**src/rtl/multiplier_pkg.sv**
```systemverilog
// Shared execute-stage definitions for the iterative multiplier and the
// divider: functional-unit codes, multiply op codes, FSM states and the
// radix-4 Booth digit encoding with its decoder.
package multiplier_pkg;

    // Functional-unit type codes presented by the issue logic.
    typedef enum logic [3:0] {
        T_NONE = 4'd0,
        TMUL   = 4'd1,
        TDIV   = 4'd2
    } fu_type_e;

    // Multiply op codes; any other subtype value is treated as MULW.
    typedef enum logic [4:0] {
        MULW   = 5'd0,
        MULHW  = 5'd1,
        MULHWU = 5'd2
    } mul_op_e;

    // Iterative unit states.
    typedef enum logic [1:0] {
        ST_IDLE = 2'd0,
        ST_CALC = 2'd1,
        ST_DONE = 2'd2
    } mul_state_e;

    // Radix-4 Booth digit selecting the partial product multiple.
    typedef enum logic [2:0] {
        BOOTH_ZERO = 3'd0,
        BOOTH_POS1 = 3'd1,
        BOOTH_POS2 = 3'd2,
        BOOTH_NEG1 = 3'd3,
        BOOTH_NEG2 = 3'd4
    } booth_e;

    // 17 two-bit digits cover the 34-bit extended multiplier; the counter
    // value of the final iteration.
    localparam logic [4:0] LAST_ITER = 5'd16;

    // Map the Booth window {Q[1:0], q_m1} to its digit.
    function automatic booth_e booth_decode(input logic [2:0] win);
        booth_e dig;
        case (win)
            3'b001, 3'b010: dig = BOOTH_POS1;
            3'b011:         dig = BOOTH_POS2;
            3'b100:         dig = BOOTH_NEG2;
            3'b101, 3'b110: dig = BOOTH_NEG1;
            default:        dig = BOOTH_ZERO;
        endcase
        return dig;
    endfunction

endpackage

```
**src/rtl/multiplier_if.sv**
```systemverilog
// Issue/stall/flush bundle between the execute-stage pipeline and the
// multiplier. The pipeline drives through the master modport, the
// multiplier consumes through the slave modport.
interface multiplier_if #(
    parameter int WIDTH = 32
);
    logic [3:0]       pipeline_multiplier_type;
    logic [4:0]       pipeline_multiplier_subtype;
    logic             pipeline_multiplier_stall;
    logic             pipeline_multiplier_flush;
    logic [WIDTH-1:0] pipeline_multiplier_din1;
    logic [WIDTH-1:0] pipeline_multiplier_din2;
    logic             multiplier_pipeline_stall;
    logic [WIDTH-1:0] multiplier_pipeline_dout;

    modport master (
        output pipeline_multiplier_type,
        output pipeline_multiplier_subtype,
        output pipeline_multiplier_stall,
        output pipeline_multiplier_flush,
        output pipeline_multiplier_din1,
        output pipeline_multiplier_din2,
        input  multiplier_pipeline_stall,
        input  multiplier_pipeline_dout
    );

    modport slave (
        input  pipeline_multiplier_type,
        input  pipeline_multiplier_subtype,
        input  pipeline_multiplier_stall,
        input  pipeline_multiplier_flush,
        input  pipeline_multiplier_din1,
        input  pipeline_multiplier_din2,
        output multiplier_pipeline_stall,
        output multiplier_pipeline_dout
    );
endinterface

```
**src/rtl/multiplier_booth_sel.sv**
```systemverilog
// Radix-4 Booth partial product selector: turns a 3-bit window of the
// multiplier and the extended multiplicand into 0, +-M or +-2M, already
// sign-extended to the accumulator width.
module multiplier_booth_sel
    import multiplier_pkg::*;
#(
    parameter int EXT_W = 34
) (
    input  logic [2:0]              win,
    input  logic signed [EXT_W-1:0] m,
    output logic signed [EXT_W+1:0] pp
);

    localparam int ACC_W = EXT_W + 2;

    booth_e                  dig;
    logic signed [ACC_W-1:0] m_x;
    logic signed [ACC_W-1:0] m2_x;

    // Select the multiple chosen by the decoded Booth digit.
    always_comb begin
        dig  = booth_decode(win);
        m_x  = {{2{m[EXT_W-1]}}, m};
        m2_x = {m[EXT_W-1], m, 1'b0};
        case (dig)
            BOOTH_POS1: pp = m_x;
            BOOTH_POS2: pp = m2_x;
            BOOTH_NEG1: pp = -m_x;
            BOOTH_NEG2: pp = -m2_x;
            default:    pp = '0;
        endcase
    end

endmodule

```
**src/rtl/multiplier.sv**
```systemverilog
// Iterative radix-4 Booth multiplier for MUL.W / MULH.W / MULH.WU.
// Accepts an op from IDLE, retires two multiplier bits per cycle for 17
// cycles (or finishes at once when an operand is zero), then holds the
// product in DONE until the pipeline releases its stall.
module multiplier
    import multiplier_pkg::*;
#(
    parameter int WIDTH = 32
) (
    input  logic        clk,
    input  logic        rstn,
    multiplier_if.slave pif
);

    // Operands are extended by two bits so unsigned 32-bit values stay
    // positive and the final Booth digit sees a proper sign bit.
    localparam int EXT_W = WIDTH + 2;
    localparam int ACC_W = WIDTH + 4;
    localparam int SH_W  = ACC_W + EXT_W + 1;
    localparam int P_W   = 2 * WIDTH;

    mul_state_e              state_q, state_d;
    logic [4:0]              mode_q, mode_d;
    logic signed [EXT_W-1:0] m_q, m_d;
    logic [EXT_W-1:0]        q_q, q_d;
    logic signed [ACC_W-1:0] acc_q, acc_d;
    logic                    qm1_q, qm1_d;
    logic [4:0]              cnt_q, cnt_d;
    logic [P_W-1:0]          prod_q, prod_d;

    logic                    exe;
    logic                    unsigned_op;
    logic signed [EXT_W-1:0] ext1;
    logic signed [EXT_W-1:0] ext2;
    logic signed [ACC_W-1:0] pp;
    logic signed [ACC_W-1:0] sum;
    logic signed [SH_W-1:0]  shifted;

    multiplier_booth_sel #(
        .EXT_W (EXT_W)
    ) u_booth_sel (
        .win (({q_q[1:0], qm1_q})),
        .m   (m_q),
        .pp  (pp)
    );

    // Issue decode, operand extension and one Booth add-and-shift step.
    always_comb begin
        exe         = (pif.pipeline_multiplier_type == TMUL) && !pif.pipeline_multiplier_stall;
        unsigned_op = (pif.pipeline_multiplier_subtype == MULHWU);
        ext1        = {{2{pif.pipeline_multiplier_din1[WIDTH-1] & ~unsigned_op}},
                       pif.pipeline_multiplier_din1};
        ext2        = {{2{pif.pipeline_multiplier_din2[WIDTH-1] & ~unsigned_op}},
                       pif.pipeline_multiplier_din2};
        sum         = acc_q + pp;
        shifted     = $signed({sum, q_q, qm1_q}) >>> 2;
    end

    // Next-state and datapath update; flush overrides everything like reset.
    always_comb begin
        state_d = state_q;
        mode_d  = mode_q;
        m_d     = m_q;
        q_d     = q_q;
        acc_d   = acc_q;
        qm1_d   = qm1_q;
        cnt_d   = cnt_q;
        prod_d  = prod_q;
        case (state_q)
            ST_IDLE: begin
                if (exe) begin
                    mode_d = pif.pipeline_multiplier_subtype;
                    m_d    = ext1;
                    q_d    = ext2;
                    acc_d  = '0;
                    qm1_d  = 1'b0;
                    cnt_d  = '0;
                    if ((pif.pipeline_multiplier_din1 == '0) ||
                        (pif.pipeline_multiplier_din2 == '0)) begin
                        prod_d  = '0;
                        state_d = ST_DONE;
                    end else begin
                        state_d = ST_CALC;
                    end
                end
            end
            ST_CALC: begin
                acc_d = shifted[SH_W-1 -: ACC_W];
                q_d   = shifted[EXT_W:1];
                qm1_d = shifted[0];
                cnt_d = cnt_q + 5'd1;
                if (cnt_q == LAST_ITER) begin
                    prod_d  = shifted[P_W:1];
                    state_d = ST_DONE;
                end
            end
            ST_DONE: begin
                if (!pif.pipeline_multiplier_stall) begin
                    state_d = ST_IDLE;
                end
            end
            default: state_d = ST_IDLE;
        endcase
        if (pif.pipeline_multiplier_flush) begin
            state_d = ST_IDLE;
            mode_d  = '0;
            acc_d   = '0;
            q_d     = '0;
            qm1_d   = 1'b0;
            cnt_d   = '0;
            prod_d  = '0;
        end
    end

    // State and datapath registers with synchronous active-low reset.
    always_ff @(posedge clk) begin
        if (!rstn) begin
            state_q <= ST_IDLE;
            mode_q  <= '0;
            m_q     <= '0;
            q_q     <= '0;
            acc_q   <= '0;
            qm1_q   <= 1'b0;
            cnt_q   <= '0;
            prod_q  <= '0;
        end else begin
            state_q <= state_d;
            mode_q  <= mode_d;
            m_q     <= m_d;
            q_q     <= q_d;
            acc_q   <= acc_d;
            qm1_q   <= qm1_d;
            cnt_q   <= cnt_d;
            prod_q  <= prod_d;
        end
    end

    // Busy while calculating, and combinationally on an accepted issue;
    // result half selected by the latched op.
    always_comb begin
        case (state_q)
            ST_IDLE: pif.multiplier_pipeline_stall = exe;
            ST_CALC: pif.multiplier_pipeline_stall = 1'b1;
            default: pif.multiplier_pipeline_stall = 1'b0;
        endcase
        if ((mode_q == MULHW) || (mode_q == MULHWU)) begin
            pif.multiplier_pipeline_dout = prod_q[P_W-1:WIDTH];
        end else begin
            pif.multiplier_pipeline_dout = prod_q[WIDTH-1:0];
        end
    end

endmodule
```
**src/flat_wrapper.sv**
```systemverilog
// flat-port wrapper written by rule: the top's interface ports become plain ports
module multiplier_flat import multiplier_pkg::*;
#(
    parameter int WIDTH = 32
)
  (clk, rstn, pif_pipeline_multiplier_type, pif_pipeline_multiplier_subtype, pif_pipeline_multiplier_stall, pif_pipeline_multiplier_flush, pif_pipeline_multiplier_din1, pif_pipeline_multiplier_din2, pif_multiplier_pipeline_stall, pif_multiplier_pipeline_dout);
  multiplier_if #(.WIDTH(WIDTH)) pif_i ();
  input  logic clk;
  input  logic rstn;
  input wire logic [$bits(pif_i.pipeline_multiplier_type)-1:0] pif_pipeline_multiplier_type;
  input wire logic [$bits(pif_i.pipeline_multiplier_subtype)-1:0] pif_pipeline_multiplier_subtype;
  input wire logic [$bits(pif_i.pipeline_multiplier_stall)-1:0] pif_pipeline_multiplier_stall;
  input wire logic [$bits(pif_i.pipeline_multiplier_flush)-1:0] pif_pipeline_multiplier_flush;
  input wire logic [$bits(pif_i.pipeline_multiplier_din1)-1:0] pif_pipeline_multiplier_din1;
  input wire logic [$bits(pif_i.pipeline_multiplier_din2)-1:0] pif_pipeline_multiplier_din2;
  output wire logic [$bits(pif_i.multiplier_pipeline_stall)-1:0] pif_multiplier_pipeline_stall;
  output wire logic [$bits(pif_i.multiplier_pipeline_dout)-1:0] pif_multiplier_pipeline_dout;
  assign pif_i.pipeline_multiplier_type = pif_pipeline_multiplier_type;
  assign pif_i.pipeline_multiplier_subtype = pif_pipeline_multiplier_subtype;
  assign pif_i.pipeline_multiplier_stall = pif_pipeline_multiplier_stall;
  assign pif_i.pipeline_multiplier_flush = pif_pipeline_multiplier_flush;
  assign pif_i.pipeline_multiplier_din1 = pif_pipeline_multiplier_din1;
  assign pif_i.pipeline_multiplier_din2 = pif_pipeline_multiplier_din2;
  assign pif_multiplier_pipeline_stall = pif_i.multiplier_pipeline_stall;
  assign pif_multiplier_pipeline_dout = pif_i.multiplier_pipeline_dout;
  multiplier #(.WIDTH(WIDTH)) u_core (.clk(clk), .rstn(rstn), .pif(pif_i));
endmodule
```
**config.mk**
```make
export PLATFORM = sky130hd
export DESIGN_NAME = multiplier_flat
export DESIGN_NICKNAME = d
export VERILOG_FILES = /design/src/rtl/multiplier_pkg.sv /design/src/rtl/multiplier_if.sv /design/src/rtl/multiplier_booth_sel.sv /design/src/rtl/multiplier.sv /design/src/flat_wrapper.sv
export SDC_FILE = /design/constraint.sdc
export NUM_CORES = 1
export LEC_CHECK = 0
export CAP_MARGIN = 0
export CORE_MARGIN = 2
export CORE_UTILIZATION = 25
export DETAILED_ROUTE_END_ITERATION = 8
export GPL_ROUTABILITY_DRIVEN = 0
export SYNTH_ARGS = -nofsm -noshare
export SYNTH_HDL_FRONTEND = slang
export SYNTH_SLANG_ARGS = --single-unit
```
**constraint.sdc**
```tcl
create_clock -name clk -period 7.04 [get_ports clk]
set_input_delay 2.112 -clock clk [delete_from_list [all_inputs] [get_ports clk]]
set_output_delay 2.112 -clock clk [all_outputs]
set_load 0.005 [all_outputs]
```
==> impl_metrics.json <==
{
  "cp_slowest_cell": "clkdlybuf4s50_1",
  "ys_warn_count": 0,
  "grt_remaining_overflow": 0,
  "period_share_pct": 87.5,
  "hold_end": "u_core.mode_q[2]",
  "power_density_nw_per_um2": 166,
  "rsz0062_at_grt": "false",
  "rows": 76,
  "io_buffers": 109,
  "synth_nets": 1533,
  "synth_area_leaders": "dfxtp_1 (33%), nand2_1 (8.3%), a21oi_1 (7.2%), xnor2_1 (4.4%), ha_1 (4.3%)",
  "worst_r2r_path_depth": 18,
  "ir_drop_mv": 0.113,
  "fin_setup_tns_ns": 0,
  "clk_latency_ns": 0.44,
  "fin_ws_ns": 0.879,
  "htree_levels": 4,
  "path_max_fanout": 4,
  "worst_pin_slew_ns": 1.27,
  "synth_top_cell_by_area": "dfxtp_1",
  "synth_edf_count": 0,
  "hpwl_mm": 23.5,
  "place_ws_ns": 0.885,
  "yosysMostFrequentCell": "nand2_1",
  "critPathRequiredTime_ns": 4.93,
  "worstSetupPathType": "input port to output pin",
  "hp-start": "u_core.mode_q[2]",
  "ioPinCount": 110,
  "grt_max_degree": 90,
  "clock_sinks": 178,
  "r2r-start": "u_core.m_q[6]",
  "syn_avg_cell_area_um2": 7.72,
  "clockBufferDepth": 2,
  "relSlewSlack_pct": 14.9,
  "finalMaxSlewViolations": 0,
  "fin_crit_ns": 6.16,
  "start_util_pct": 25.4,
  "synth-seq-cells": 178,
  "whs_path_depth": 2,
  "worstSetupEndpointType": "output pin",
  "syn_area_um2": 10900,
  "wirelength_mm": 32.9,
  "outcome": "completed",
  "drc_errors": 0,
  "cts_tree": "yes",
  "drt_iter0_drc": 735,
  "ant_nets": 0,
  "multi_input_area_um2": 6870,
  "die_area_um2": 45400,
  "detail_route.first_pass.iterations": 5,
  "timing.hold.ws_ns": 0.451,
  "cts_setup_buffers": 0,
  "cts-hold-fix-buffers": 0,
  "critPathArrivalTime_ns": 4.05,
  "maxClockFrequency_mhz": 162,
  "vias_per_cell": 5.05,
  "antenna_found_initial": 0,
  "p_leak_nw": 4.52,
  "cts-root-buf": "clkbuf_16",
  "track_usage_pct": 14.5,
  "clock_skew_ns": 0.00859,
  "path_common_cell": "clkdlybuf4s50_1",
  "maxCapViolCount": 0,
  "num-nets-final": 1557,
  "dp.cells": 2007,
  "synth.distinct_cells": 68,
  "path_cells": "clkdlybuf4s50_1 > nand2b_1 > or4_1 > nor3_4 > nor2_4 > inv_1 > clkdlybuf4s50_1",
  "worst_setup_path_start_kind": "input port",
  "num_vias": 10300,
  "core_area_um2": 43100,
  "synthTopCellsByCount": "nand2_1 (242), dfxtp_1 (178), a21oi_1 (158)",
  "wl_per_cell_um": 16.1,
  "seqCellArea_um2": 3560,
  "grt_pass1_wl_mm": 52.4,
  "rrSetupSlack_ns": 1.75,
  "syn_to_final_growth_pct": 19.0,
  "synth_top_area_share_pct": 32.6,
  "antenna_cells": 0,
  "cts_buffers": 17,
  "timing.rr.end": "u_core.acc_q[32]",
  "ys_seq_area_share_pct": 32.6,
  "drive_gt1_share_pct": 6.88,
  "hold_violations": 0,
  "n_fill_cell": 4611,
  "hp-class": "flip-flop to flip-flop",
  "first_global_vias": 9606,
  "ys.flop_type": "dfxtp_1",
  "fp.dieH_um": 213,
  "fin_cells": 2039,
  "post_cts_resized": 0,
  "max_stage_delay_ns": 0.52,
  "die_x_um": 213,
  "setup_viol": 0,
  "synth-async-reset-ratio_pct": 0,
  "path_clk_slew_ns": 0.07,
  "synth_cells": 1417
}
[flip-flops by register name (all words and copies together) (netlist names)]
register	cells
u_core.acc_q	34
u_core.cnt_q	5
u_core.m_q	33
u_core.mode_q	5
u_core.prod_q	64
u_core.q_q	34
u_core.qm1_q	1
u_core.state_q	2
[cells by family after synthesis]
family	Yosys count	synth area share, %
buffers and inverters	136	4.87
AOI/OAI and AO/OA	437	26.2
DFF	178	32.6
xor gates and xnor gates	82	6.57
and+or+nand+nor	504	21.2
muxes	41	4.12
adders and majority gates	39	4.53
[cells in the final DEF, fill, tap and decap left out, drive strengths merged, types with 6 or more instances in the layout]
master / n
nand3: 60
nor2b: 7
dfxtp: 178
o21bai: 7
a21boi: 35
ha: 38
o21ai: 45
clkdlybuf4s50: 109
nand2: 244
a221oi: 26
a22o: 24
clkbuf: 20
mux2i: 9
buf: 14
or4: 6
nand4: 8
xnor2: 55
a31oi: 20
nor2: 99
a22oi: 51
o21a: 6
o31ai: 6
or3: 8
nor4: 22
a211oi: 6
a21oi: 158
xor2: 27
a21o: 27
inv: 24
mux2: 32
nor3: 17
nand2b: 13
[through the flow]
| stage | power [mW] | cell area, um^2 | util [%] |
|---|---|---|---|
| final | 2.16 | 13000 | 30.2 |
| after global routing | 2.24 | 13000 | 30.2 |
| after CTS | 2.18 | 13000 | 30.2 |
| after detailed placement | 1.21 | 12400 | 28.9 |
| after global placement | 1.21 | 12400 | 28.9 |
| after floorplan | 1.14 | 10900 | - |
[final cells by class]
type	count	share of cell area [%]
clock buffer	20	3.36
clock inverter	12	1.12
inverter	18	0.519
multi-input combinational	1103	52.8
sequential	178	27.4
tap	585	5.62
timing repair buffer	123	9.19
[worst max-delay path, delay by kind of cell]
family | cells | cell delay [ns]
simple gates | 4 | 0.88
buf+inv | 3 | 1.06
[worst max-delay path by stage]
stage,startpoint,end,slack [ns]
floorplan,pif_pipeline_multiplier_type[1],pif_multiplier_pipeline_stall,1.56
global placement,pif_pipeline_multiplier_type[3],pif_multiplier_pipeline_stall,0.90
detailed placement,pif_pipeline_multiplier_type[3],pif_multiplier_pipeline_stall,0.88
CTS,pif_pipeline_multiplier_type[3],pif_multiplier_pipeline_stall,0.88
global route,pif_pipeline_multiplier_type[3],pif_multiplier_pipeline_stall,0.76
finish,pif_pipeline_multiplier_type[3],pif_multiplier_pipeline_stall,0.88
[power by group]
part	internal, mW	switching, mW	total, mW
Sequential	1.01	0.00702	1.02
Combinational	0.0814	0.0909	0.172
Clock	0.532	0.437	0.969
Total	1.62	0.535	2.16
[layer usage]
| layer | GRT usage (%) | vias up | wire length, um |
|---|---|---|---|
| li1 | - | 5130 | - |
| met1 | 21.2 | 4871 | 16400 |
| met2 | 21.8 | 263 | 14200 |
| met3 | 2.72 | 26 | 1920 |
| met4 | 3.52 | 0 | 415 |
| met5 | 0 | - | 0 |
No activity file was read; power rests on OpenSTA's default activity.
==> RTL change 1: new RTL, same settings <==
The 3 states of `mul_state_e` get a one-hot encoding in 3 bits.
--- a/src/rtl/multiplier_pkg.sv
+++ b/src/rtl/multiplier_pkg.sv
@@ -20,6 +20,6 @@
     // Iterative unit states.
-    typedef enum logic [1:0] {
-        ST_IDLE = 2'd0,
-        ST_CALC = 2'd1,
-        ST_DONE = 2'd2
+    typedef enum logic [2:0] {
+        ST_IDLE = 3'b001,
+        ST_CALC = 3'b010,
+        ST_DONE = 3'b100
     } mul_state_e;
Formal check against the unedited RTL: same outputs for any inputs over 4 cycles, from zero or initial values and one cycle with rstn low; so few cycles prove little.
==> RTL change 1 against the unedited design <==
Worst setup slack worse by 0.098 ns; final area increased by 1.0%; synthesized area rose by 0.68%; clock power shrank 1%; highest routed layer unchanged; routed wire length grew 1.7%; sequential cell count up 1; sequential share of layout area decreased by 0.13 points; critical endpoint unchanged; register-to-register slack worse by 0.39 ns; largest cell class unchanged; clock skew about the same; largest power group unchanged; power decreased by 0.30%.
==> RTL change 1: results <==
[synth]
synthFlopType = sky130_fd_sc_hd__dfxtp_1
yosysWarnings = 0
synth_seq_area_share_pct = 32.55
synth_common_cells = 286 x sky130_fd_sc_hd__nand2_1, 179 x sky130_fd_sc_hd__dfxtp_1, 140 x sky130_fd_sc_hd__a21oi_1, 101 x sky130_fd_sc_hd__nor2_1, 94 x sky130_fd_sc_hd__clkbuf_1
synth_area_leaders = sky130_fd_sc_hd__dfxtp_1 33%, sky130_fd_sc_hd__nand2_1 9.8%, sky130_fd_sc_hd__a21oi_1 6.4%
synth-async-reset-ratio_pct = 0
post_synth_num_cell_types = 76

[global_route]
grt_use_total_pct = 14.58
use_met1_pct = 21.82
antenna_violations_before_repair = 1
grt_util_met2_pct = 21.66
grt_max_degree = 83
first_pass_grt_wire_length_mm = 52.78
grtUsageMet3_pct = 2.973
first_global_vias = 9614

[sta]
worst_clock_skew_ns = 0.008729
max_slew.worst_pin.slew_ns = 1.097

[route]
dr.first_iter.drc_count = 789
drtPass1Iterations = 6
drt_wl_cell_um = 16.10
vias = 10460

[placed_design]
placement.setup.worst_slack_ns = 0.7448
place_hpwl_mm = 23.94
io_buffer_count = 109

[pwr]
power.leakage_nw = 4.825
power.ir.vdd_worst_mv = 0.1583
cellInternalPower_w = 0.001573

[clock_tree]
ctsHtreeMaxLevel = 4
cts-buffers-inserted = 17
cts_setup_buffers = 0
clk-insertion-delay-late_ns = 0.45
worst_setup_hold_path_clk_slew_ns = 0.07
clockBufferDepth = 2
cts_root_buffer = sky130_fd_sc_hd__clkbuf_16
cts.repair.resized = 0

[layout]
registers_with_the_highest_flip_flop_counts = u_core.prod_q x64, u_core.acc_q x34, u_core.q_q x34
fillers = 4619
drive_gt1_share_pct = 7.898
num-nets-final = 1597

[critical_path]
crit_path_max_fanout = 4
r2r.worst_path.cells = 20
critical_path_arrival_ns = 4.15

[hold_path]
hold_depth = 2
holdCritPathClass = reg2reg

[outcome]
status = completed
RTL change 1: cell types whose count changed after synthesis, sizes merged, moves of 17 or more:
cell / delta
a21oi: -18
a22o: -18
a22oi: -17
a311oi: +17
nand2: +42
nand3: +18
RTL change 1: final cells by class:
type	count	area, um2	area share, %
multi-input combinational	1142	6968	52.98
sequential	179	3583	27.25
timing repair buffer	128	1234	9.381
tap	585	732.0	5.566
clock buffer	17	425.4	3.235
clock inverter	15	160.2	1.218
inverter	13	48.80	0.3710
RTL change 1: cells by family after synthesis:
family	Yosys count	share of synthesized area, %
adder cells (fa/ha/maj)	39	4.501
buffers and inverters	124	4.421
XOR/XNOR	80	6.433
AO/OA/AOI/OAI	388	22.90
multiplexers	42	4.240
AND/OR/NAND/NOR	593	24.95
flip-flops	179	32.55
RTL change 1: final timing paths:
check	start	end	slack [ns]
setup / recovery	pif_pipeline_multiplier_type[3]	pif_multiplier_pipeline_stall	0.78
hold / removal	u_core.prod_q[54]	u_core.prod_q[54]	0.45
setup reg to reg	u_core.m_q[0]	u_core.prod_q[61]	1.36
hold reg to reg	u_core.prod_q[54]	u_core.prod_q[54]	0.45
RTL change 1: metrics by stage:
stage | cell area [um2] | cells | power, W | utilization [%]
4_1_cts | 13150 | 2079 | 0.002172 | 30.40
6_report | 13150 | 2079 | 0.002152 | 30.40
2_1_floorplan | 11010 | 1445 | 0.001140 | -
5_1_grt | 13150 | 2079 | 0.002227 | 30.40
3_3_place_gp | 12570 | 2047 | 0.001213 | 29.04
3_5_place_dp | 12570 | 2047 | 0.001216 | 29.04
RTL change 1: routing by layer:
| metal | vias to the layer above | routed length, um |
|---|---|---|
| li1 | 5223 | - |
| met1 | 4901 | 17080 |
| met2 | 323 | 13930 |
| met3 | 15 | 2280 |
| met4 | 0 | 182 |
| met5 | - | 0 |
RTL change 1: worst max-delay path, cell delays in order:
cell and delay (ns):
sky130_fd_sc_hd__clkdlybuf4s50_1 0.38, sky130_fd_sc_hd__nand2b_1 0.14, sky130_fd_sc_hd__or4_1 0.54, sky130_fd_sc_hd__nor3_2 0.25, sky130_fd_sc_hd__nor2_2 0.06, sky130_fd_sc_hd__inv_1 0.13
sky130_fd_sc_hd__clkdlybuf4s50_1 0.53
RTL change 1: power by group through the flow:
stage | registers, W | logic, W | clock network [W]
finish | 0.00102 | 0.000172 | 0.000958
global route | 0.00102 | 0.000188 | 0.00102
detailed placement | 0.00105 | 0.000171 | 0
floorplan | 0.00104 | 0.0000988 | 0
CTS | 0.00102 | 0.000172 | 0.000979
global placement | 0.00105 | 0.000168 | 0
==> RTL change 2: new RTL, config.mk and constraints unchanged <==
Made on the original files. `WIDTH` is set to 32 in 3 places; all go to 48.
--- a/src/rtl/multiplier_if.sv
+++ b/src/rtl/multiplier_if.sv
@@ -4,3 +4,3 @@
 interface multiplier_if #(
-    parameter int WIDTH = 32
+    parameter int WIDTH = 48
 );
--- a/src/rtl/multiplier.sv
+++ b/src/rtl/multiplier.sv
@@ -7,3 +7,3 @@
 #(
-    parameter int WIDTH = 32
+    parameter int WIDTH = 48
 ) (
--- a/src/flat_wrapper.sv
+++ b/src/flat_wrapper.sv
@@ -3,3 +3,3 @@
 #(
-    parameter int WIDTH = 32
+    parameter int WIDTH = 48
 )
Interface: changed (resized pif_multiplier_pipeline_dout, pif_pipeline_multiplier_din1 and pif_pipeline_multiplier_din2); port bits go from 110 to 158. No check against the original RTL was run, so the function may have changed too.
==> RTL change 2 against the unedited design <==
Sequential cell count rose by 80; critical path type unchanged; largest power group is now clock; maximum frequency fell by 4.1%; routed wire length rose by 64%; worst setup slack got worse by 0.26 ns; first-iteration DRC count rose by 130%; synthesized area rose by 44%; power rose by 59%; final area rose by 47%; final cell count rose by 46%; clock power rose by 73%; largest cell class unchanged; sequential share of layout area fell by 0.34 points; global-route usage rose by 1.6 points.
==> RTL change 2: results <==
[outcome]
status = completed

[route]
m1WireLength_mm = 25.16
avgViaCountPerCell = 5.258

[placed_design]
io_buffer_count = 157
place.detailed.instances = 2930
place_hpwl_mm = 39.62

[layout]
buffers_excl_clock = 189
layout.area.seq_um2 = 5167
num-nets-final = 2280
inv_count = 23
fraction_of_area_in_multi_input_gates_pct = 51.92

[die]
floorplan.die.width_um = 255.1

[critical_path]
critical_path_arrival_ns = 4.31
crit_path_max_fanout = 5
timing.critical_path.slowest_cell_delay_ns = 0.72

[global_route]
grt_use_total_pct = 16.14
first_pass_grt_wire_length_mm = 84.10
grt_max_degree = 111
first_global_vias = 14650

[synth]
synth_common_cells = 374 x sky130_fd_sc_hd__nand2_1, 258 x sky130_fd_sc_hd__dfxtp_1, 215 x sky130_fd_sc_hd__a21oi_1, 145 x sky130_fd_sc_hd__clkbuf_1, 114 x sky130_fd_sc_hd__nor2_1
synth-xor-area-share_pct = 6.159
synth-compound-area-share_pct = 25.83
synth_seq_area_share_pct = 32.76
post_synth_num_cell_types = 75
synth_area_leaders = sky130_fd_sc_hd__dfxtp_1 33%, sky130_fd_sc_hd__nand2_1 8.9%, sky130_fd_sc_hd__a21oi_1 6.8%

[sta]
worst_clock_skew_ns = 0.02794
max_slew.worst_pin.slew_ns = 1.195

[clock_tree]
clockBufferDepth = 3
cts.sink_count = 258

[pwr]
power.leakage_nw = 6.717
-- RTL change 2: cell count changes in the layout (fill, tap and decap cells not counted), moves of 18 or more --
cell and change:
sky130_fd_sc_hd__clkdlybuf4s50_1 +48, sky130_fd_sc_hd__buf_4 +18, sky130_fd_sc_hd__nand3_1 +37, sky130_fd_sc_hd__dfxtp_1 +78
sky130_fd_sc_hd__a22oi_1 +34, sky130_fd_sc_hd__nand2_1 +132, sky130_fd_sc_hd__o21ai_0 +56, sky130_fd_sc_hd__xor2_1 +25
sky130_fd_sc_hd__a21oi_1 +56
-- RTL change 2: path summary, 6_finish.rpt --
check | startpoint | endpoint | slack (ns) | cells after the start
worst max-delay path | pif_pipeline_multiplier_type[1] | pif_multiplier_pipeline_stall | 0.62 | 6
worst min-delay path | u_core.prod_q[24] | u_core.prod_q[24] | 0.45 | 2
worst min register to register | u_core.prod_q[24] | u_core.prod_q[24] | 0.45 | 2
worst max register to register | u_core.m_q[2] | u_core.prod_q[95] | 1.15 | 18
